$ cat src/rtl/id_imm_stage_pkg.sv
// CorePack: shared decode types for the front-end stages. Holds the datapath
// word type, the immediate-format selector, the RV64 opcode constants used by
// immediate decode, the skid-buffer state encoding and the buffered entry layout.
package CorePack;

    typedef logic [63:0] data_t;

    typedef enum logic [2:0] {
        IMM0   = 3'd0,
        I_IMM  = 3'd1,
        S_IMM  = 3'd2,
        B_IMM  = 3'd3,
        U_IMM  = 3'd4,
        UJ_IMM = 3'd5
    } imm_op_enum;

    localparam logic [6:0] OPC_LOAD    = 7'b0000011;
    localparam logic [6:0] OPC_OPIMM   = 7'b0010011;
    localparam logic [6:0] OPC_OPIMM32 = 7'b0011011;
    localparam logic [6:0] OPC_JALR    = 7'b1100111;
    localparam logic [6:0] OPC_STORE   = 7'b0100011;
    localparam logic [6:0] OPC_BRANCH  = 7'b1100011;
    localparam logic [6:0] OPC_LUI     = 7'b0110111;
    localparam logic [6:0] OPC_AUIPC   = 7'b0010111;
    localparam logic [6:0] OPC_JAL     = 7'b1101111;

    typedef enum logic [1:0] {
        EMPTY = 2'd0,
        HALF  = 2'd1,
        FULL  = 2'd2
    } skid_state_e;

    // One buffered instruction together with its already-decoded immediate.
    typedef struct packed {
        logic [31:0] inst;
        data_t       pc;
        imm_op_enum  imm_op;
        data_t       imm;
    } entry_t;

endpackage

$ cat src/rtl/id_imm_stage_immgen.sv
// Immgen: purely combinational RV64 immediate generator. Reassembles the
// scattered immediate bits of inst[31:7] for the selected format and
// sign-extends the result to 64 bits; IMM0 yields zero.
module Immgen
    import CorePack::*;
(
    input  logic [31:7] inst,
    input  imm_op_enum  imm_op,
    output data_t       imm
);

    // Format-specific bit reassembly with sign extension from inst[31].
    always_comb begin
        imm = '0;
        case (imm_op)
            I_IMM:   imm = {{52{inst[31]}}, inst[31:20]};
            S_IMM:   imm = {{52{inst[31]}}, inst[31:25], inst[11:7]};
            B_IMM:   imm = {{51{inst[31]}}, inst[31], inst[7], inst[30:25], inst[11:8], 1'b0};
            U_IMM:   imm = {{32{inst[31]}}, inst[31:12], 12'b0};
            UJ_IMM:  imm = {{43{inst[31]}}, inst[31], inst[19:12], inst[20], inst[30:21], 1'b0};
            default: imm = '0;
        endcase
    end

endmodule

$ cat src/rtl/id_imm_stage.sv
// id_imm_stage: decode-side immediate stage. Classifies the incoming
// instruction's immediate format, generates the sign-extended immediate on the
// input side, and buffers (inst, pc, imm_op, imm) in a two-entry skid buffer so
// that in_ready is a flop rather than a combinational function of out_ready.
module id_imm_stage
    import CorePack::*;
(
    input  logic        clk,
    input  logic        rst,
    input  logic        in_valid,
    output logic        in_ready,
    input  logic [31:0] in_inst,
    input  data_t       in_pc,
    input  logic        flush,
    output logic        out_valid,
    input  logic        out_ready,
    output logic [31:0] out_inst,
    output data_t       out_pc,
    output imm_op_enum  out_imm_op,
    output data_t       out_imm
);

    imm_op_enum  in_imm_op;
    data_t       in_imm;
    entry_t      in_entry;
    entry_t      main_q;
    entry_t      skid_q;
    skid_state_e state;
    logic        accept;
    logic        drain;

    // Opcode classification into the immediate format the generator should use.
    always_comb begin
        in_imm_op = IMM0;
        case (in_inst[6:0])
            OPC_LOAD, OPC_OPIMM, OPC_OPIMM32, OPC_JALR: in_imm_op = I_IMM;
            OPC_STORE:                                  in_imm_op = S_IMM;
            OPC_BRANCH:                                 in_imm_op = B_IMM;
            OPC_LUI, OPC_AUIPC:                         in_imm_op = U_IMM;
            OPC_JAL:                                    in_imm_op = UJ_IMM;
            default:                                    in_imm_op = IMM0;
        endcase
    end

    Immgen u_immgen (
        .inst   (in_inst[31:7]),
        .imm_op (in_imm_op),
        .imm    (in_imm)
    );

    assign in_entry = '{inst: in_inst, pc: in_pc, imm_op: in_imm_op, imm: in_imm};

    // A flushed cycle never accepts; a completed downstream handshake needs no gating.
    assign accept = in_valid && in_ready && !flush;
    assign drain  = out_valid && out_ready;

    // Skid-buffer FSM: state, both entry registers and the registered handshake
    // outputs all move together so in_ready/out_valid always reflect the next state.
    // NOTE: every state element here uses non-blocking assignment so all updates
    // see the pre-edge values of state, main_q and skid_q regardless of order.
    always_ff @(posedge clk or posedge rst) begin
        if (rst) begin
            state     <= EMPTY;
            main_q    <= '0;
            skid_q    <= '0;
            in_ready  <= 1'b1;
            out_valid <= 1'b0;
        end else if (flush) begin
            // Entry contents are left stale; out_valid alone marks them dead.
            state     <= EMPTY;
            in_ready  <= 1'b1;
            out_valid <= 1'b0;
        end else begin
            case (state)
                EMPTY: begin
                    if (accept) begin
                        main_q    <= in_entry;
                        state     <= HALF;
                        out_valid <= 1'b1;
                    end
                end
                HALF: begin
                    if (accept && drain) begin
                        main_q <= in_entry;
                    end else if (accept) begin
                        skid_q   <= in_entry;
                        state    <= FULL;
                        in_ready <= 1'b0;
                    end else if (drain) begin
                        state     <= EMPTY;
                        out_valid <= 1'b0;
                    end
                end
                FULL: begin
                    if (drain) begin
                        main_q   <= skid_q;
                        state    <= HALF;
                        in_ready <= 1'b1;
                    end
                end
                default: begin
                    state     <= EMPTY;
                    in_ready  <= 1'b1;
                    out_valid <= 1'b0;
                end
            endcase
        end
    end

    assign out_inst   = main_q.inst;
    assign out_pc     = main_q.pc;
    assign out_imm_op = main_q.imm_op;
    assign out_imm    = main_q.imm;

endmodule

$ cat config.mk
export PLATFORM = sky130hd
export DESIGN_NAME = id_imm_stage
export DESIGN_NICKNAME = d
export VERILOG_FILES = /design/src/rtl/id_imm_stage_pkg.sv /design/src/rtl/id_imm_stage_immgen.sv /design/src/rtl/id_imm_stage.sv
export SDC_FILE = /design/constraint.sdc
export NUM_CORES = 1
export LEC_CHECK = 0
export ABC_AREA = 0
export BUFFER_PORTS_ARGS = -buffer_cell sky130_fd_sc_hd__clkbuf_2
export CORE_ASPECT_RATIO = 1.2
export CORE_MARGIN = 1
export CORE_UTILIZATION = 51
export DETAILED_ROUTE_END_ITERATION = 12
export PLACE_DENSITY = 0.85
export SETUP_SLACK_MARGIN = 0.1
export SYNTH_ARGS = -nofsm -noshare
export SYNTH_HDL_FRONTEND = slang
export SYNTH_HIERARCHICAL = 1
export SYNTH_SLANG_ARGS = --single-unit
$ cat constraint.sdc
create_clock -name clk -period 10.65 [get_ports clk]
set_input_delay 2.13 -clock clk [delete_from_list [all_inputs] [get_ports clk]]
set_output_delay 2.13 -clock clk [all_outputs]
set_load 0.01 [all_outputs]
# After elaboration in Yosys (flattened, before gate mapping)
# Index checks and enable logic that the tools add are counted.
# word_totals
register_bits,330
inputBits,101
out_inout_bits,165
elab_cells,79
# classes
eq_ne,28
muxes,24
n_bitwise,2
n_reduce_logical,14
# op_table
operator,n
2-to-1 mux 163 bit,3
case mux 163 bit (3 select lines),1
case mux 64 bit (5 select lines),1
== test 7 x 5 -> 1 bit (second input constant),3
== test 7 bit (second input constant),3
inequality test 3 bit (second input constant),6
case mux 3 bit (5 select lines),1
== test 7 x 6 -> 1 bit (second input constant),2
2-to-1 mux 2 bit,6
AND reduction 4 bit,3
inequality test 2 bit (second input constant),5
AND reduction 5 bit,2
2-to-1 mux 1 bit,9
== test 7 x 2 -> 1 bit (second input constant),1
== test 3 x 2 -> 1 bit (second input constant),2
== test 3 bit (second input constant),2
case mux 1 bit (3 select lines),2
case mux 2 bit (3 select lines),1
logical AND 1 bit,4
inequality test 4 bit (second input constant),1
OR reduction 4 bit,1
== test 3 x 1 -> 1 bit (second input constant),1
nonzero test 3 bit,1
== test 2 x 1 -> 1 bit (second input constant),1
other kinds (5),6

# Logic depth before layout (Yosys ltp)
# Gate-level depths: netlist of run 1.
# depth
word_depth,7
mapped_depth,10
depth_no_buf,8

# Hierarchy
# Netlist of run 1, hierarchy kept.
# by_module_without_submodules
mod,instances,cells_each,area_per_inst_um2,seq_area_each_um2
id_imm_stage,1,1275,13744.4,8259.2
Immgen,1,98,630.6,0.0

# Worst setup path before layout of run 1
# Ideal clock, no wire load.
# synth_timing
path_type,input-to-reg
from,input port in_inst[3]
to,register main_q (netlist bit out_imm[32])
setup_ns,0.082
t_arrival_ns,4.532
t_required_ns,10.568
setup_slack_ns,6.036
stages,8
path_buffers,2
path_cell_list,or3b_2 > a21oi_1 > nor2b_1 > buf_2 > o21a_1 > buf_4 > nand2_1 > a31oi_1
# synth_via
elab_chain_len,7
word_cells_on_any_way,21
cone_classes,eq/ne (14); mux (5); reduce/logical (2)
# synth_lines
item,line,rtl
start: declaration,id_imm_stage.sv:12,"input logic [31:0] in_inst,"
"== test 7 x 2 -> 1 bit, or another cell as far along",id_imm_stage.sv:35,case (in_inst[6:0])
OR reduction 4 bit / OR reduction 2 bit (equally long branches),id_imm_stage.sv:35,
case mux 3 bit (5 select lines) (*),id_imm_stage.sv:35,
net in_imm_op[2],id_imm_stage.sv:23,imm_op_enum in_imm_op;
"== test 3 bit, or another cell as far along",id_imm_stage_immgen.sv:15,case (imm_op)
case mux 64 bit (5 select lines) (*),id_imm_stage_immgen.sv:15,
net in_imm[32],id_imm_stage.sv:24,data_t in_imm;
2-to-1 mux 163 bit (on tied branches),"id_imm_stage.sv:83, id_imm_stage.sv:76",
case mux 163 bit (3 select lines) (*),id_imm_stage.sv:74,case (state)
end signal: assignment,id_imm_stage.sv:77,main_q <= in_entry;
end signal: assignment,id_imm_stage.sv:84,main_q <= in_entry;
end signal: assignment,id_imm_stage.sv:96,main_q <= skid_q;
end: declaration,id_imm_stage.sv:26,entry_t main_q;
# The timed path passes the listed nets; every way through them passes the cells marked *. The select of a mux whose other input is x is not followed.
# A chain may end at the register's enable or synchronous reset.

# Final worst setup path of run 1
# layout_timing
from,input port flush
to,register main_q (netlist bit out_imm_op[1])
# layout_via
elab_chain_len,5
word_cells_on_any_way,7
cone_classes,eq/ne (2); bitwise (1); reduce/logical (4)
# layout_lines
item,line,rtl
start: declaration,id_imm_stage.sv:14,"input logic flush,"
logical NOT 1 bit,id_imm_stage.sv:54,assign accept = in_valid && in_ready && !flush;
logical AND 1 bit,id_imm_stage.sv:54,
logical AND 1 bit,id_imm_stage.sv:83,if (accept && drain) begin
inequality test 2 bit (no line),--,
AND reduction 5 bit (no line) (*),--,
# Mark *: on every way between the ends. The rest lies on a longest branch, timed or not.

==> results of run 1 <==
==> layout by cell type (no fill, tap or decap), types with 4 or more instances in the layout <==
| cell type | instances |
|---|---|
| dfrtp_1 | 329 |
| clkbuf_16 | 31 |
| clkinv_2 | 4 |
| nand2_1 | 344 |
| clkbuf_2 | 265 |
| clkbuf_8 | 6 |
| nand2b_1 | 4 |
| and2_1 | 7 |
| o21ai_0 | 11 |
| a31oi_1 | 161 |
| clkbuf_1 | 11 |
| a21oi_1 | 7 |
| mux2_1 | 10 |
| buf_4 | 10 |
| nor2_1 | 167 |
| mux2_2 | 152 |
| a21o_1 | 8 |
==> Yosys cell counts, drive strengths merged <==
| cell type | n |
|---|---|
| nand2 | 344 |
| dfrtp | 329 |
| nor2 | 167 |
| mux2 | 162 |
| a31oi | 161 |
| buf | 101 |
| clkbuf | 27 |
| o21ai | 14 |
| a21o | 8 |
| a21oi | 7 |
| and2 | 7 |
| nand2b | 5 |
| nor2b | 4 |
| a22o | 3 |
| nand3b | 3 |
| nor3 | 3 |
| and3b | 2 |
| inv | 2 |
| nand3 | 2 |
| o21a | 2 |
| o21bai | 2 |
| o22a | 2 |
| or2 | 2 |
| a21boi | 1 |
| a22oi | 1 |
| a311oi | 1 |
| a31o | 1 |
| and2b | 1 |
| dfstp | 1 |
| mux2i | 1 |
| nand4b | 1 |
| nor3b | 1 |
| nor4b | 1 |
| o211ai | 1 |
| o31a | 1 |
| o32ai | 1 |
| or3b | 1 |
==> registers in the layout, summed over array words and instances (netlist names) <==
register	cells
state	2
skid_q	163
out_imm_op	3
out_valid	1
in_ready	1
out_inst	32
out_imm	64
out_pc	64
==> worst min path at each step <==
stage,endpoint,slack [ps]
after floorplan,skid_q[65]$_DFFE_PP0P_,450
after global placement,skid_q[65]$_DFFE_PP0P_,460
after detailed placement,skid_q[87]$_DFFE_PP0P_,480
after CTS,skid_q[85]$_DFFE_PP0P_,490
after global routing,skid_q[83]$_DFFE_PP0P_,510
final,skid_q[85]$_DFFE_PP0P_,490
==> report_power, final <==
group          total (mW)  internal (mW)  switching, mW
sequential           1.98           1.72          0.262
clock                1.10          0.650          0.455
combinational        1.10          0.501          0.600
total                4.18           2.87           1.32
==> routing by layer <==
| layer | GRT usage (%) | share of wire [%] |
|---|---|---|
| met5 | 0 | 0.039 |
| met4 | 12.2 | 5.1 |
| met3 | 4.98 | 6.6 |
| met2 | 40.3 | 49 |
| met1 | 27.1 | 39 |
==> kinds of logic (layout without fill, tap and decap cells) <==
| group | count (synthesis) | after routing | share of synthesized area (%) |
|---|---|---|---|
| AND/OR/NAND/NOR | 544 | 544 | 15.0 |
| flip-flops | 330 | 330 | 57.5 |
| AO/OA/AOI/OAI | 206 | 206 | 9.15 |
| buffers and inverters | 130 | 335 | 5.67 |
| multiplexers | 163 | 163 | 12.8 |
| other | 0 | 2 | 0 |
==> area by class of cell <==
type                            count  area, um^2  share of cell area [%]
Tap cell                          374         468                    2.83
Sequential cell                   330        8260                    50.0
Clock inverter                      8         119                   0.719
Timing Repair Buffer              277        1440                    8.72
Inverter                            2        11.3                  0.0681
Clock buffer                       48         900                    5.44
Multi-Input combinational cell    913        5330                    32.2
Antenna cell                        2        5.00                  0.0303
==> results.cfg, run 1 <==
[status]
status = complete, no violations

[yosys]
syn_area_per_cell_um2 = 10.5
synth_area_leaders = dfrtp_1 57%, mux2_2 12%, nand2_1 9.0%, a31oi_1 7.0%, nor2_1 4.4%
synth_top_area_share_pct = 57.3
yosysSeqAreaShare_pct = 57.5
ys_seq_elements = 330
synth_nets = 1474
syn_area_mm2 = 0.0144
yosysWarnings = 6
netlist_instances = 1373
yosys.cell_types.count = 44
yosys.area.top_type = dfrtp_1

[clock_network]
cts_tree = yes
htree_levels = 1
clock_latency_ps = 550
ctsResizeCount = 0
ctsHoldBuffers = 0
root_buffer = clkbuf_16
clock_path_buffers = 3
cts_buffers = 31
post_cts_buffers = 0
clock-sinks = 330
cts.clk_slew.worst_paths_ps = 60

[min_path]
hold_path_class = flip-flop to flip-flop
hold_depth = 1
holdCritStartpoint = skid_q[85]$_DFFE_PP0P_

[setup_path]
cp_data_arrival_time_ps = 5240
cp_num_buf_inv = 3
r2r_slack_ps = 7020
crit_path_max_fanout = 109
cp_top_family = buffers and inverters
crit_chain = clkbuf_2 -> or2_1 -> o32ai_4 -> buf_4 -> buf_4 -> o211ai_1 -> o21a_1
slowest_stage = buf_4
timing.rr.start = state[1]$_DFFE_PP0P_
startpoint_type = input pin
cp-endpoint = out_imm_op[1]$_DFFE_PP0P_
critPathKind = input pin to flip-flop
reg2regPathDepth = 6
crit_top_cell = buf_4
path_depth = 7
critical_path.max_stage_delay_ps = 890
worstPathRequired_ps = 11090
critPathCaptureType = flip-flop
startpoint = flush
reg2reg_to = out_imm_op[1]$_DFFE_PP0P_

[timing]
fin_ws_ps = 5850
slew_viol_final = 0
max_slew_margin_pct = 24.3
min_period_ps = 4800
worstMarginPinSlew_ps = 1140
fin_tns_setup_ps = 0
hold_viol_final = 0
rsz0062_at_grt = no
skew_ps = 7.76
fmaxAchievable_mhz = 208
fin_crit_sh_pct = 45.1
setup_viol = 0
fin_hold_ws_ps = 491

[routing]
avgViaCountPerCell = 5.48
ant_nets = 0
drt_first_pass_iters = 5
num_vias = 10700
wirelength_um = 33800
drtIter0Drc = 811
drc = 0
wl_per_cell_um = 17.3

[die]
dieWidth_um = 155
num_rows = 66
io_pins = 266
start_util_pct = 52.4
dieHeight_um = 186
die-area_mm2 = 0.0289
core_area_mm2 = 0.0274

[global_routing]
grt_pass1_vias = 10800
overflow = 0
grt_usage_pct = 23.2
antenna_found_initial = 3
grt_max_degree = 179
grt_pass1_wl_um = 53700

[cells_and_area]
n_fill_cell = 2240
finalNonFillerCells = 1954
drive_above_1_share_pct = 30.8
final_nets = 1656
finalInstanceArea_mm2 = 0.0165
fin_util_pct = 60.3
area_growth_pct = 15.0

[power_and_ir_drop]
total_leakage_power_nw = 7.73
power_density_mw_per_mm2 = 253
power_mw = 4.18
ir_worst_vdd_mv = 0.193

[placed_design]
dpl_cell_area_mm2 = 0.0155
place_hpwl_um = 21200
port_buffers = 265
gp_congestion = 0.820
pre_cts_slack_ps = 5290
dp.cells = 1896

[flow_run]
maxCapViolations = 0
Note: power is estimated with default switching activity, not from simulation.
==> run 2, diff against run 1 <==
Settings changed: CORE_UTILIZATION 51 to 55, PLACE_DENSITY 0.85 to 0.87.
Clock period 10.65 ns to 4.5 ns, I/O delays scaled along.
==> run 2 against run 1 <==
- clock skew rose by 11 ps
- cell area rose by 0.71%
- via count rose by 1.9%
- worst hold slack barely moved
- power rose by 140%
- critical path type unchanged
- critical endpoint is now out_imm[50]$_DFFE_PP0P_
- largest power group unchanged
- highest routed layer is now met4
==> results.cfg, run 2 (synthesis gave the netlist of run 1 again) <==
[min_path]
hold_path_class = flip-flop to flip-flop

[cells_and_area]
final_nets = 1667
area_growth_pct = 15.8
final_common_cell = nand2_1
regMostFlops = skid_q
drive_above_1_share_pct = 31.5
fin_util_pct = 65.0
n_fill_cell = 1923
final_cell_mix = 344 x nand2_1, 329 x dfrtp_1, 265 x clkbuf_2
largest_register_ffs = 163

[timing]
setup_viol = 0
max_slew_margin_pct = 23.9
fin_crit_sh_pct = 72.8
fin_tns_setup_ps = 0
fin_hold_ws_ps = 491
min_period_ps = 3280
slew_viol_final = 0
fmaxAchievable_mhz = 305
fin_ws_ps = 1220
worstMarginPinSlew_ps = 1140
hold_viol_final = 0
rsz0062_at_grt = no
skew_ps = 19.1

[routing]
drtIter0Drc = 581
wirelength_um = 34100
wl_per_cell_um = 17.8
num_vias = 10900
avgViaCountPerCell = 5.70
ant_nets = 0
drt_first_pass_iters = 5
drc = 0

[die]
num_rows = 64
io_pins = 266
core_area_mm2 = 0.0256
start_util_pct = 56.1
die-area_mm2 = 0.0268
dieHeight_um = 179
dieWidth_um = 150

[setup_path]
startpoint_type = input pin
critPathKind = input pin to flip-flop
critPathCaptureType = flip-flop
critical_path.max_stage_delay_ps = 700
cp_num_buf_inv = 2
worstPathRequired_ps = 4960
slowest_stage = nor2b_1
crit_chain = clkbuf_2 -> or3b_2 -> a21oi_1 -> nor2b_1 -> o21a_2 -> buf_12 -> nand2_1 -> a31oi_1
cp_data_arrival_time_ps = 3740
cp_top_family = simple AND/OR/NAND/NOR gates
crit_path_max_fanout = 39

[status]
status = complete, no violations

[clock_network]
ctsHoldBuffers = 0
cts_buffers = 31
ctsResizeCount = 0
cts_tree = yes
clock-sinks = 330
clock_path_buffers = 3
post_cts_buffers = 0
root_buffer = clkbuf_16
clock_latency_ps = 560
htree_levels = 1
cts.clk_slew.worst_paths_ps = 60

[power_and_ir_drop]
p_sw_share_pct = 31.7
p_comb_share_pct = 26.8
total_leakage_power_nw = 7.81
power_mw = 9.88
switching_power_mw = 3.13
p_clk_share_pct = 25.9
ir_worst_vdd_mv = 0.372
internal_power_mw = 6.75
power_density_mw_per_mm2 = 593
p_seq_share_pct = 47.3

[placed_design]
gp_congestion = 0.838
pre_cts_slack_ps = 662
port_buffers = 265
place_hpwl_um = 21900

[global_routing]
grt_usage_pct = 25.9
grt_pass1_vias = 10900
grt_pass1_wl_um = 55100
antenna_found_initial = 0
overflow = 0
grt_max_degree = 167

[flow_run]
maxCapViolations = 0
run 2: cell count changes in the layout (fill, tap and decap cells not counted), sizes merged:
cell / change
bufinv: -1
inv: -1
diode: -1
clkbuf: -5
clkinv: +3
buf: +11
run 2: final cells by class:
type	instances	area (um^2)	area share [%]
Inverter	2	11.3	0.0676
Sequential cell	330	8260	49.6
Multi-Input combinational cell	913	5330	32.0
Clock inverter	9	95.1	0.571
Clock buffer	43	891	5.35
Tap cell	330	413	2.48
Timing Repair Buffer	288	1650	9.90
Antenna cell	1	2.50	0.0150
run 2: power groups by stage:
stage,logic [mW],registers [mW],clock network [mW]
finish,2.65,4.68,2.56
global route,2.92,4.80,2.72
CTS,2.67,4.67,2.60
detailed placement,2.66,4.71,0
global placement,2.54,4.63,0
floorplan,1.34,4.87,0
run 2: stage by stage:
stage / std cells / instance area, um^2
floorplan: 1373 / 14400
global placement: 1863 / 15700
detailed placement: 1863 / 15700
CTS: 1915 / 16600
global route: 1915 / 16600
finish: 1916 / 16600
run 2: worst paths after layout:
check	cells past startpoint	startpoint	end	slack, ps
hold reg to reg	1	out_imm_op[1]$_DFFE_PP0P_	out_imm_op[1]$_DFFE_PP0P_	490
min in group asynchronous	2	rst	out_pc[49]$_DFFE_PP0P_	620
hold / removal	1	out_imm_op[1]$_DFFE_PP0P_	out_imm_op[1]$_DFFE_PP0P_	490
max in group asynchronous	3	rst	skid_q[80]$_DFFE_PP0P_	2840
setup / recovery	8	in_inst[3]	out_imm[50]$_DFFE_PP0P_	1220
setup reg to reg	4	state[0]$_DFFE_PP0P_	skid_q[63]$_DFFE_PP0P_	1960
run 2: routing by layer:
layer	part of all wire [%]	vias to the layer above	GRT usage [%]
li1	-	5009	-
met1	38	5438	31.3
met2	51	370	44.8
met3	5.8	102	3.97
met4	5.0	0	13.4
met5	0	-	0
run 2: worst register-to-register path, stage by stage, from the launching register on:
cell and delay (ps):
dfrtp_1 510, a21boi_2 350, nand3b_1 640, buf_12 460, mux2_2 470
